$ cat config.mk
export PLATFORM = sky130hd
export DESIGN_NAME = scoreboard_hazard_unit
export DESIGN_NICKNAME = d
export VERILOG_FILES = /design/src/rtl/hazard_pkg.sv /design/src/rtl/hazard_scoreboard.sv /design/src/rtl/scoreboard_hazard_unit.sv
export SDC_FILE = /design/constraint.sdc
export NUM_CORES = 1
export LEC_CHECK = 0
export CAP_MARGIN = 20
export CORE_AREA = 2 2 156 158
export DETAILED_ROUTE_END_ITERATION = 16
export DIE_AREA = 0 0 158 160
export GPL_ROUTABILITY_DRIVEN = 1
export GPL_TIMING_DRIVEN = 0
export HOLD_SLACK_MARGIN = 0.08
export MAX_ROUTING_LAYER = met4
export PLACE_DENSITY = 0.77
export SKIP_LAST_GASP = 1
export SYNTH_ARGS = -nofsm -noshare
export SYNTH_HDL_FRONTEND = slang
export SYNTH_HIERARCHICAL = 1
export SYNTH_SLANG_ARGS = --single-unit
$ cat constraint.sdc
create_clock -name clk -period 4.1 [get_ports clk]
set_input_delay 0.82 -clock clk [delete_from_list [all_inputs] [get_ports clk]]
set_output_delay 0.82 -clock clk [all_outputs]
set_load 0.02 [all_outputs]
$ cat src/rtl/hazard_pkg.sv
// Shared types and constants for the scoreboard-based hazard unit.
package hazard_pkg;

  typedef enum logic [1:0] {
    FWD_RF  = 2'b00,
    FWD_WB  = 2'b01,
    FWD_MEM = 2'b10
  } fwd_sel_e;

  localparam int unsigned LAT_ALU  = 1;
  localparam int unsigned LAT_LOAD = 2;

endpackage

$ cat src/rtl/hazard_scoreboard.sv
// Per-register latency scoreboard: one down-counter per architectural register,
// loaded on issue and decremented toward zero every cycle.
module hazard_scoreboard #(
  parameter int unsigned NUM_REGS = 32,
  parameter int unsigned LAT_W    = 4,
  parameter int unsigned REG_W    = $clog2(NUM_REGS)
) (
  input  logic             clk,
  input  logic             reset,
  input  logic             issue,
  input  logic [REG_W-1:0] issue_rd,
  input  logic [LAT_W-1:0] issue_lat,
  input  logic [REG_W-1:0] rs1,
  input  logic [REG_W-1:0] rs2,
  input  logic [REG_W-1:0] rd,
  output logic [LAT_W-1:0] rs1_cnt,
  output logic [LAT_W-1:0] rs2_cnt,
  output logic [LAT_W-1:0] rd_cnt
);

  logic [LAT_W-1:0] cnt [NUM_REGS];

  // A fresh issue overwrites the counter and suppresses that register's decrement.
  always_ff @(posedge clk) begin
    for (int unsigned i = 0; i < NUM_REGS; i++) begin
      if (reset || i == 0) begin
        cnt[i] <= '0;
      end else if (issue && issue_rd == REG_W'(i)) begin
        cnt[i] <= issue_lat;
      end else if (cnt[i] != '0) begin
        cnt[i] <= cnt[i] - LAT_W'(1);
      end
    end
  end

  assign rs1_cnt = cnt[rs1];
  assign rs2_cnt = cnt[rs2];
  assign rd_cnt  = cnt[rd];

endmodule

$ cat src/rtl/scoreboard_hazard_unit.sv
// Decode/execute hazard control: RAW/WAW stalls from the latency scoreboard,
// EX forwarding selects, branch flushes and saturating stall/flush counters.
module scoreboard_hazard_unit
  import hazard_pkg::*;
#(
  parameter int unsigned NUM_REGS = 32,
  parameter int unsigned REG_W    = $clog2(NUM_REGS),
  parameter int unsigned MAX_LAT  = 8,
  parameter int unsigned LAT_W    = $clog2(MAX_LAT + 1),
  parameter int unsigned CNT_W    = 16
) (
  input  logic             clk,
  input  logic             reset,
  input  logic             de_valid,
  input  logic [REG_W-1:0] de_rs1,
  input  logic [REG_W-1:0] de_rs2,
  input  logic [REG_W-1:0] de_rd,
  input  logic             de_reg_write,
  input  logic [LAT_W-1:0] de_lat,
  input  logic [REG_W-1:0] ex_rs1,
  input  logic [REG_W-1:0] ex_rs2,
  input  logic             ex_pc_src,
  input  logic [REG_W-1:0] mem_rd,
  input  logic             mem_reg_write,
  input  logic [REG_W-1:0] wb_rd,
  input  logic             wb_reg_write,
  output logic             if_stall,
  output logic             de_stall,
  output logic             de_flush,
  output logic             ex_flush,
  output logic [1:0]       ex_op1_forward,
  output logic [1:0]       ex_op2_forward,
  output logic [CNT_W-1:0] stall_cycles,
  output logic [CNT_W-1:0] flush_cycles
);

  logic [LAT_W-1:0] rs1_cnt;
  logic [LAT_W-1:0] rs2_cnt;
  logic [LAT_W-1:0] rd_cnt;
  logic             raw;
  logic             waw;
  logic             issue;
  fwd_sel_e         op1_sel;
  fwd_sel_e         op2_sel;

  hazard_scoreboard #(
    .NUM_REGS (NUM_REGS),
    .LAT_W    (LAT_W),
    .REG_W    (REG_W)
  ) u_scoreboard (
    .clk       (clk),
    .reset     (reset),
    .issue     (issue),
    .issue_rd  (de_rd),
    .issue_lat (de_lat),
    .rs1       (de_rs1),
    .rs2       (de_rs2),
    .rd        (de_rd),
    .rs1_cnt   (rs1_cnt),
    .rs2_cnt   (rs2_cnt),
    .rd_cnt    (rd_cnt)
  );

  function automatic fwd_sel_e fwd_pick(
    input logic [REG_W-1:0] rs,
    input logic             m_we,
    input logic [REG_W-1:0] m_rd,
    input logic             w_we,
    input logic [REG_W-1:0] w_rd
  );
    if (rs != '0 && m_we && m_rd == rs) return FWD_MEM;
    if (rs != '0 && w_we && w_rd == rs) return FWD_WB;
    return FWD_RF;
  endfunction

  // A count of 1 means the result is already on the MEM/WB forward path.
  always_comb begin
    raw = de_valid && ((de_rs1 != '0 && rs1_cnt > LAT_W'(1)) ||
                       (de_rs2 != '0 && rs2_cnt > LAT_W'(1)));
    waw = de_valid && de_reg_write && de_rd != '0 && rd_cnt > de_lat;
  end

  always_comb begin
    if_stall = 1'b0;
    de_stall = 1'b0;
    de_flush = 1'b0;
    ex_flush = 1'b0;
    if (reset || ex_pc_src) begin
      de_flush = 1'b1;
      ex_flush = 1'b1;
    end else if (raw || waw) begin
      if_stall = 1'b1;
      de_stall = 1'b1;
      ex_flush = 1'b1;
    end
  end

  assign issue = de_valid && !de_stall && !de_flush && de_reg_write && de_rd != '0;

  always_comb begin
    op1_sel = FWD_RF;
    op2_sel = FWD_RF;
    if (!reset) begin
      op1_sel = fwd_pick(ex_rs1, mem_reg_write, mem_rd, wb_reg_write, wb_rd);
      op2_sel = fwd_pick(ex_rs2, mem_reg_write, mem_rd, wb_reg_write, wb_rd);
    end
  end

  assign ex_op1_forward = op1_sel;
  assign ex_op2_forward = op2_sel;

  always_ff @(posedge clk) begin
    if (reset) begin
      stall_cycles <= '0;
      flush_cycles <= '0;
    end else begin
      if (de_stall && stall_cycles != '1) stall_cycles <= stall_cycles + CNT_W'(1);
      if (de_flush && flush_cycles != '1) flush_cycles <= flush_cycles + CNT_W'(1);
    end
  end

endmodule

==> flow_summary.ini, run 1 <==
[outcome]
status = complete, but fails checks
failed_checks = setup timing

[place]
placed_area_sq_mm = 0.0137
dp_hpwl_um = 26000
place.gp.congestion = 0.980
io_buffer_count = 85
preCtsSetupSlack_ns = -1.78

[clock_network]
cts.reportedPaths.clkPinSlew_ns = 0.07
cts_tree = built
cts_hold_buffers = 0
clockBufferDepth = 2
root_buffer = clkbuf_16
cts_buffers = 17
htreeDepth = 4
cts_sinks = 156
clkLatencyLatePin_ns = 0.44

[floorplanning]
die-area_sq_mm = 0.0253
die_w_um = 158
die_h_um = 160
rows = 57
ioPinCount = 86
initial_core_util = 0.516
core-area_sq_mm = 0.0238

[sta]
rsz0062_at_grt = yes
worst_pin_slew_ns = 1.32
max_slew_margin = 0.118
slew_viol_final = 0
finalCritPeriodShare = 1.10
setup_viol = 251
hold_viol_final = 0
timing.final.crit_period_ns = 4.49
setup_ws_ns = -0.392
max_freq_mhz = 223
setup_tns_ns = -43.92
finalClockSkew_ns = 0.0142

[layout]
drive_above_1_share = 0.236
n_antenna_cell = 0
n_fill_cell = 1883
fin_nets = 1411
final_area_sq_mm = 0.0152
areaGrowthSynthToFinish_pct = 23.6

[routing]
detail-route-antenna-nets = 0
remaining_drc_errors = 0
drtPass1Iterations = 5
wl_per_cell_um = 22.1
drt_first_iter_violations = 947
vias_per_cell = 6.51
vias = 10800
wl_um = 36700

[worst_setup_path]
required_ns = 3.28
crit_chain = buf_2 > buf_6 > mux2_2 > a22o_1 > a211oi_2 > o31ai_4 > ha_4 > nor2b_4 > o211ai_1 > a211oi_4 > o21ai_2 > buf_6 > inv_4 > buf_6 > buf_6
crit_type = input port to primary output
reg2reg_from = u_scoreboard/cnt[26][3]$_DFFE_PP_
cp.arrival_ns = 3.67
path_buf_inv = 6
r2r_setup_slack_ns = -0.22
critPathMaxStageDelay_ns = 0.38
crit-reg2reg-capture = u_scoreboard/cnt[22][2]$_DFFE_PP_
critPathTopFamily = compound AO/OA/AOI/OAI gates
start_kind = input port
worstRegToRegCells = 18
cp_max_fo = 10
cpMaxStageDelayCell = a211oi_4
endpoint_kind = primary output
timing.critical_path.mode_cell = buf_6

[global_routing]
grt_pass1_wl_um = 56400
first_global_vias = 10500
overflow = 0
grt_max_degree = 17
grt_use_total = 0.298
antenna_found_initial = 0

[hold_path]
worstHoldEndpoint = stall_cycles[14]$_SDFFE_PP0P_
hp-start = stall_cycles[14]$_SDFFE_PP0P_
hold_class = flop to flop
hold_depth = 2

[power_and_ir_drop]
p_leak_nw = 5.43
power_density_mw_per_mm2 = 569
ir_drop_mv = 0.256
finalPower_mw = 8.65

[logic_synthesis]
ys_warn_count = 6
synth_area_per_cell_sq_um = 10.3
syn-cell-area_sq_mm = 0.0123
synth_nets = 1273
synthCells = 1190

[flow_run]
maxCapViolations = 0
placed cells by master, fill, tap and decap left out, types with 14 or more instances in the layout:
| master | n |
|---|---|
| buf_6 | 14 |
| inv_1 | 76 |
| nand3_2 | 24 |
| a22o_1 | 28 |
| xnor2_1 | 75 |
| or4_1 | 15 |
| clkdlybuf4s50_1 | 75 |
| clkbuf_16 | 20 |
| clkbuf_1 | 30 |
| mux4_1 | 22 |
| dfxtp_1 | 32 |
| nor2_1 | 80 |
| mux4_2 | 38 |
| o2bb2ai_1 | 102 |
| buf_4 | 36 |
| a21oi_1 | 27 |
| a211oi_1 | 16 |
| a21oi_2 | 20 |
| nor2b_1 | 15 |
| nor2_4 | 14 |
| edfxtp_1 | 124 |
| ha_1 | 35 |
| nand3_1 | 19 |
| nand2_2 | 23 |
| nor3_1 | 35 |
| nand2_1 | 71 |
| mux2i_1 | 28 |
area by class of cell:
class,instances,area [sq um],share of cell area
repair buffers,120,1150,0.0761
clock inverters,11,96.3,0.00634
well taps,324,405,0.0267
plain buffers,63,514,0.0339
clock buffers,21,483,0.0318
flip-flops and latches,156,4360,0.287
inverters,77,292,0.0192
multi-input cells,893,7880,0.519
worst max path at each step:
stage                     startpoint                                end  slack (ns)  depth (start not counted)
after floorplan             de_rd[0]  u_scoreboard/cnt[26][0]$_DFFE_PP_       -0.16                         17
after global placement      de_rd[0]                           if_stall       -1.78                         16
after detailed placement    de_rd[0]                           if_stall       -1.78                         16
after CTS                   de_rd[0]                           if_stall       -0.40                         16
after global routing        de_rd[1]                           if_stall       -0.45                         15
final                       de_rd[1]                           if_stall       -0.39                         15
power breakdown:
group          leakage [nW]  internal, mW  total, mW  switching, mW
Sequential             1.65          2.54       3.34          0.800
Combinational          3.49          1.81       3.73           1.92
Clock                 0.290         0.869       1.58          0.706
Total                  5.43          5.22       8.65           3.43
worst reg2reg max path: stages (launching register included):
cell,delay [ns]
edfxtp_1,0.51
mux4_1,0.59
a22o_1,0.27
o21ai_2,0.16
o31ai_2,0.12
ha_1,0.39
o211ai_1,0.16
a211oi_4,0.38
buf_4,0.19
nor2_4,0.04
nand2_4,0.11
nor2_4,0.06
buf_6,0.13
buf_8,0.12
and4b_2,0.26
buf_4,0.15
a21oi_4,0.19
nand2_2,0.12
o2bb2ai_1,0.21
timing repair:
action / CTS / global route
endpoints found under the setup margin: 267 / 255
gates cloned: 1 / 1
setup buffers: 20 / 15
pin swaps: 32 / 34
gates resized for setup: 135 / 112
metal layers:
layer	GRT usage	up-vias	wire, um
met2	0.457	671	17200
met1	0.384	5204	14100
met4	0.127	0	1560
met5	-	-	0
li1	-	4844	-
met3	0.0608	116	3840
state kept, by name, summed over array words and instances, names as in the netlist:
register	cells
flush_cycles	16
stall_cycles	16
u_scoreboard/cnt	124
metrics by stage:
stage / std cells / hold WS [ns] / utilization
floorplan: 1190 / 0.557 / -
global placement: 1599 / 0.488 / 0.574
detailed placement: 1599 / 0.492 / 0.574
CTS: 1652 / 0.504 / 0.619
global route: 1665 / 0.547 / 0.637
finish: 1665 / 0.505 / 0.637
Power figures use the tool's default switching activity.
==> inputs of run 2 (changes only) <==
--- a/config.mk
+++ b/config.mk
@@ -6,14 +6,14 @@
 export NUM_CORES = 1
 export LEC_CHECK = 0
 export CAP_MARGIN = 20
-export CORE_AREA = 2 2 156 158
+export CORE_AREA = 2 2 163 165
 export DETAILED_ROUTE_END_ITERATION = 16
-export DIE_AREA = 0 0 158 160
+export DIE_AREA = 0 0 165 167
 export GPL_ROUTABILITY_DRIVEN = 1
 export GPL_TIMING_DRIVEN = 0
 export HOLD_SLACK_MARGIN = 0.08
 export MAX_ROUTING_LAYER = met4
-export PLACE_DENSITY = 0.77
+export PLACE_DENSITY = 0.72
 export SKIP_LAST_GASP = 1
 export SYNTH_ARGS = -nofsm -noshare
 export SYNTH_HDL_FRONTEND = slang
==> flow_summary.ini, run 2 (synthesized netlist as in run 1, its figures left out) <==
[sta]
finalCritPeriodShare = 1.07
max_slew_margin = 0.176
worst_pin_slew_ns = 1.23
setup_ws_ns = -0.306
slew_viol_final = 0
setup_viol = 244
finalClockSkew_ns = 0.0186
max_freq_mhz = 227
rsz0062_at_grt = yes
setup_tns_ns = -19.56
timing.final.crit_period_ns = 4.41
hold_viol_final = 0

[layout]
fin_nets = 1403
n_antenna_cell = 0
top_register = u_scoreboard/cnt
largest_register_ffs = 124
areaGrowthSynthToFinish_pct = 22.6
n_fill_cell = 2124
drive_above_1_share = 0.215
final_cell_count_no_fill = 1668
top_regs = u_scoreboard/cnt x124, flush_cycles x16, stall_cycles x16
layout_commonest_cell = edfxtp_1
mostFrequentLayoutCells = 124 x edfxtp_1, 100 x o2bb2ai_1, 82 x nor2_1

[routing]
remaining_drc_errors = 0
wl_per_cell_um = 22.4
wl_um = 37400
drtPass1Iterations = 5
detail-route-antenna-nets = 0
vias = 10800
drt_first_iter_violations = 1105
vias_per_cell = 6.50

[global_routing]
grt_pass1_wl_um = 57700
grt.busiest_layer = met2
grt_util_met2 = 0.422
antenna_found_initial = 0
first_global_vias = 10600
grt_max_degree = 17
use_met3 = 0.0640
overflow = 0
grt_use_total = 0.278
met1_usage = 0.360

[floorplanning]
core-area_sq_mm = 0.0258
die-area_sq_mm = 0.0276
die_w_um = 165
die_h_um = 167
ioPinCount = 86
initial_core_util = 0.477
rows = 59

[worst_setup_path]
required_ns = 3.28
endpoint_kind = primary output
cp_max_fo = 7
crit_type = input port to primary output
start_kind = input port
cp.arrival_ns = 3.59

[clock_network]
cts_buffers = 17
clockBufferDepth = 2
cts_tree = built
cts_sinks = 156
clkLatencyLatePin_ns = 0.45
root_buffer = clkbuf_16
htreeDepth = 4
cts.reportedPaths.clkPinSlew_ns = 0.07
cts_hold_buffers = 0

[place]
io_buffer_count = 85
place.gp.congestion = 0.967
preCtsSetupSlack_ns = -1.75
dp_hpwl_um = 26700
place_inst = 1610

[outcome]
failed_checks = setup timing
status = complete, but fails checks

[power_and_ir_drop]
p_leak_nw = 5.41
ir_drop_mv = 0.255
power_density_mw_per_mm2 = 571
finalPower_mw = 8.60

[flow_run]
maxCapViolations = 0

[hold_path]
hold_class = flop to flop
## run 2: cell types whose count changed in the layout (fill, tap and decap cells not counted), sizes merged
cell / change
inv: -1
dlygate4sd2: +2
dlymetal6s2s: -1
clkinv: +2
buf: -9
clkdlybuf4s50: -1
## run 2: area by class of cell
type | instances | area (sq um) | share of cell area
Multi-Input combinational cell | 893 | 7800 | 0.518
Sequential cell | 156 | 4360 | 0.290
Timing Repair Buffer | 112 | 1110 | 0.0736
Buffer | 63 | 512 | 0.0340
Clock buffer | 20 | 469 | 0.0312
Tap cell | 335 | 419 | 0.0278
Inverter | 77 | 292 | 0.0194
Clock inverter | 12 | 97.6 | 0.00648
## run 2: path summary, 6_finish.rpt
| path | to | cells after the start | slack (ns) | start |
|---|---|---|---|---|
| hold / removal | stall_cycles[6]$_SDFFE_PP0P_ | 2 | 0.52 | stall_cycles[6]$_SDFFE_PP0P_ |
| hold reg to reg | stall_cycles[6]$_SDFFE_PP0P_ | 2 | 0.52 | stall_cycles[6]$_SDFFE_PP0P_ |
| setup reg to reg | u_scoreboard/cnt[16][1]$_SDFFCE_PN0P_ | 14 | -0.03 | u_scoreboard/cnt[27][3]$_DFFE_PP_ |
| setup / recovery | if_stall | 15 | -0.31 | de_rd[0] |
## run 2: through the flow
stage | hold WS [ns] | instance area (sq um) | util
3_3_place_gp | 0.486 | 13700 | 0.531
4_1_cts | 0.515 | 14700 | 0.569
2_1_floorplan | 0.557 | 12400 | -
3_5_place_dp | 0.496 | 13700 | 0.531
5_1_grt | 0.539 | 15100 | 0.584
6_report | 0.517 | 15100 | 0.584
## run 2: worst max-delay path: stages
cell	delay [ns]
buf_12	0.11
buf_12	0.13
buf_4	0.11
mux4_1	0.54
a22o_1	0.22
o21ai_2	0.23
o31ai_4	0.12
ha_4	0.31
o211ai_1	0.14
a211oi_4	0.33
o21ai_2	0.11
buf_6	0.17
inv_4	0.05
buf_6	0.08
buf_6	0.10
## run 2: what timing repair did
action	4_1_cts	5_1_grt
pin swaps	26	39
endpoints found under the setup margin	267	253
gates cloned	1	1
buffers inserted	20	5
gates resized for setup	127	93
## run 2: metal layers
metal | vias up | wire [um]
met5 | - | 0
met3 | 117 | 3880
met4 | 0 | 1440
met1 | 5254 | 15000
met2 | 643 | 17000
li1 | 4834 | -
## run 2: report_power, final
| part | leakage (nW) | internal [mW] | switching [mW] |
|---|---|---|---|
| Clock | 0.289 | 0.848 | 0.736 |
| Sequential | 1.65 | 2.54 | 0.810 |
| Combinational | 3.47 | 1.79 | 1.88 |
==> RTL change 1: new RTL, flow settings as in run 2 <==
Set the parameter `CNT_W` to 20 (it was 16).
--- a/src/rtl/scoreboard_hazard_unit.sv
+++ b/src/rtl/scoreboard_hazard_unit.sv
@@ -8,5 +8,5 @@
   parameter int unsigned MAX_LAT  = 8,
   parameter int unsigned LAT_W    = $clog2(MAX_LAT + 1),
-  parameter int unsigned CNT_W    = 16
+  parameter int unsigned CNT_W    = 20
 ) (
   input  logic             clk,
Ports: changed (resized flush_cycles and stall_cycles); port bits go from 86 to 94. No check against the original RTL was run, so the function may have changed too.
==> RTL change 1 against run 2 <==
The run still ends with setup timing left; count of clock-buffer cells in the layout is 2 lower; sequential cell count is 8 higher; design area grew 13%; setup slack worse by 0.041 ns; routed wire length increased by 14%; largest cell class unchanged; synthesized area up 3.1%; power up 12%; sequential power grew 4%.
==> RTL change 1: results (changes against run 2) <==
[sta]
skew_ns = 0.0212  ; was 0.0186 ns
post-route-worst-setup-slack_ns = -0.347  ; was -0.306 ns
setup_violations = 251  ; was 244
worst_slew_pin_slew_ns = 1.25  ; was 1.23 ns

[drt]
wl_met2_um = 20000  ; was 17000 um
detail_route.iter0.violations = 1334  ; was 1105
drt_pre_antenna_iters = 7  ; was 5
metal1_wirelength_um = 16000  ; was 15000 um
route.final.wire_length_um = 42400  ; was 37400 um
route.vias.total = 11767  ; was 10848
dr_wl_met3_um = 4330  ; was 3880 um

[place]
dp_hpwl_um = 28100  ; was 26700 um
buffers_on_ports = 93  ; was 85
placedInstanceArea_sq_um = 14100  ; was 13700 sq um
placer_congestion = 0.987  ; was 0.967

[synthesis]
synthesis.nets = 1325  ; was 1273

[setup_path]
startpoint = de_rd[0]  ; unchanged
critPathMaxStageDelay_ns = 0.53
path_max_fanout = 6  ; was 7
r2r_start = u_scoreboard/cnt[31][1]$_DFFE_PP_  ; was u_scoreboard/cnt[27][3]$_DFFE_PP_
r2r_slack_ns = -0.05  ; was -0.03 ns
r2r_cells = 15  ; was 14
worst_r2r_endpoint = u_scoreboard/cnt[17][0]$_DFFE_PP_  ; was u_scoreboard/cnt[16][1]$_SDFFCE_PN0P_
timing.critical_path.arrival_ns = 3.63  ; was 3.59 ns
cp_slowest_cell = mux4_2  ; was mux4_1

[cts]
worst_setup_hold_path_clk_slew_ns = 0.08

[run_status]
run_status = finished with violations  ; unchanged
failed_checks = setup timing  ; unchanged

[worst_hold_path]
holdCritStartpoint = flush_cycles[8]$_SDFFE_PP0P_  ; was stall_cycles[6]$_SDFFE_PP0P_
worstHoldPathCells = 1  ; was 2
classification_of_the_worst_slack_hold_path = flop to flop  ; unchanged
timing.hold.worst_endpoint = flush_cycles[8]$_SDFFE_PP0P_  ; was stall_cycles[6]$_SDFFE_PP0P_

[cells_and_area]
num-fill-cells = 1823  ; was 2124
layout.sequential_cells = 164  ; was 156
finalNetCount = 1485  ; was 1403
final-clk-cell-share = 0.0347  ; was 0.0376
multiInputCombCellCount = 934  ; was 893
num-nonclk-inverters = 76  ; was 77
drive_gt1_frac = 0.304  ; was 0.215
signal_buffer_area_fraction = 0.111  ; was 0.108
largestRegisters = u_scoreboard/cnt (124), flush_cycles (20), stall_cycles (20)  ; was u_scoreboard/cnt (124), flush_cycles (16), stall_cycles (16)
seq_area_frac = 0.265  ; was 0.290
clock_buffer_instance_count_of_the_final_layout = 18  ; was 20
nNonClkBuffers = 209  ; was 175
multi_input_gate_share_of_total_cell_area = 0.547  ; was 0.518

[power_and_ir_drop]
vdd.ir_drop.worst_v = 0.000314  ; was 0.000255 V
power.static_leakage_uw = 0.00607  ; was 0.00541 uW
pwr_density_cell_nw_per_um2 = 563  ; was 571 nW/um^2

[global_routing]
globalRouteMet1Util = 0.383  ; was 0.360
grt_max_degree = 19  ; was 17
globalRouteMet3Util = 0.0653  ; was 0.0640
grt_first_pass_wirelength_um = 63200  ; was 57700 um
total_routing_usage_gr = 0.305  ; was 0.278

RTL change 1: report_power, final:
part,internal [uW],switching (uW)
clock,833,792
sequential,2620,882
combinational,2070,2420
RTL change 1: what timing repair did:
item / in CTS / in global routing
pin swaps: 175 / 69
buffers inserted: 35 / 12
resized for setup: 311 / 154
cloned: 1 / 0
setup endpoints to repair: 274 / 254
RTL change 1: metrics by stage:
stage / TNS (ns) / hold slack [ns] / power (uW) / setup slack [ns] / instances
2_1_floorplan: -55.19 / 0.554 / 5780 / -0.252 / 1242
3_3_place_gp: -493.16 / 0.489 / 6600 / -2.07 / 1670
3_5_place_dp: -508.51 / 0.501 / 6760 / -2.11 / 1670
4_1_cts: -46.43 / 0.513 / 8940 / -0.378 / 1737
5_1_grt: -57.67 / 0.545 / 10100 / -0.433 / 1750
6_report: -32.71 / 0.518 / 9610 / -0.347 / 1750
==> RTL change 2: new RTL, settings of run 2 <==
Made on the original files. Reset style: asynchronous (`reset`), changed in one clocked block.
--- a/src/rtl/scoreboard_hazard_unit.sv
+++ b/src/rtl/scoreboard_hazard_unit.sv
@@ -110,5 +110,5 @@
   assign ex_op2_forward = op2_sel;
 
-  always_ff @(posedge clk) begin
+  always_ff @(posedge clk or posedge reset) begin
     if (reset) begin
       stall_cycles <= '0;
Function: changed (Yosys sat finds a counterexample within 4 cycles, from zero or initial values and one cycle with reset high; the reset may be asserted at any time).
==> RTL change 2 against run 2 <==
Power rose by 16%; the run still ends with setup timing left; sequential share of layout area fell by 1.7 points; critical path depth did not move; synthesized area fell by 0.36%; synthesized cell count fell by 3.8%; routed wire length rose by 6.1%; register-to-register slack barely moved; sequential cell count did not move; count of clock-buffer cells in the layout rose by 1; setup slack improved by 0.11 ns; design area rose by 10%; via count rose by 0.93%; final cell count fell by 1.6%.
==> RTL change 2: results (changes against run 2) <==
[run_status]
run_status = finished with violations  ; unchanged
failed_checks = setup timing  ; unchanged

[sta]
setup_violations = 165  ; was 244
post-route-worst-setup-slack_ns = -0.193  ; was -0.306 ns
skew_ns = 0.0115  ; was 0.0186 ns
worst_slew_pin_slew_ns = 1.24  ; was 1.23 ns
totalNegativeSetupSlack_ns = -10.58  ; was -19.56 ns

[cells_and_area]
final-clk-cell-share = 0.0354  ; was 0.0376
multiInputCombCellCount = 857  ; was 893
num-fill-cells = 1854  ; was 2124
seq_area_frac = 0.273  ; was 0.290
drive_gt1_frac = 0.354  ; was 0.215
num-nonclk-inverters = 72  ; was 77
multi_input_gate_share_of_total_cell_area = 0.537  ; was 0.518
clock_buffer_instance_count_of_the_final_layout = 21  ; was 20
finalNetCount = 1377  ; was 1403

[global_routing]
grt_first_pass_wirelength_um = 58700  ; was 57700 um

[worst_hold_path]
worstHoldPathCells = 1  ; was 2

[place]
dp_hpwl_um = 26200  ; was 26700 um
placer_congestion = 0.949  ; was 0.967
place_inst = 1566  ; was 1610
dpl_worst_slack_ns = -1.69  ; was -1.75 ns

[drt]
metal1_wirelength_um = 15300  ; was 15000 um
detail_route.wl_per_cell_um = 24.2  ; was 22.4 um
routed_via_density = 6.67  ; was 6.50
wl_met2_um = 18300  ; was 17000 um
drt_pre_antenna_iters = 6  ; was 5
detail_route.iter0.violations = 1216  ; was 1105
dr_wl_met3_um = 3960  ; was 3880 um

[cts]
post_cts.resized_instances = 329  ; was 127
cts_setup_buffers = 29  ; was 20

[setup_path]
timing.critical_path.arrival_ns = 3.47  ; was 3.59 ns
critPathMaxStageDelay_ns = 0.52  ; was 0.54 ns
r2r_cells = 16  ; was 14

[power_and_ir_drop]
vdd.ir_drop.worst_v = 0.000327  ; was 0.000255 V
fin_total_pwr_uw = 10000  ; was 8600 uW
comb-power_uw = 4810  ; was 3670 uW

[synthesis]
syn-instance-count = 1145  ; was 1190

## RTL change 2: metal layers
layer | GRT usage | up-vias
met4 | 0.126 | 0
li1 | - | 4699
met3 | 0.0712 | 161
met2 | 0.432 | 726
met1 | 0.364 | 5363
met5 | - | -
## RTL change 2: final timing paths
check / start / end / slack [ns]
max in group asynchronous: reset / stall_cycles[8]$_DFFE_PP0P_ / 2.46
worst max-delay path: de_rd[0] / if_stall / -0.19
min in group asynchronous: reset / flush_cycles[5]$_DFFE_PP0P_ / 1.16
worst min register to register: stall_cycles[5]$_DFFE_PP0P_ / stall_cycles[5]$_DFFE_PP0P_ / 0.49
worst max register to register: u_scoreboard/cnt[24][2]$_DFFE_PP_ / u_scoreboard/cnt[13][2]$_DFFE_PP_ / -0.03
worst min-delay path: stall_cycles[5]$_DFFE_PP0P_ / stall_cycles[5]$_DFFE_PP0P_ / 0.49
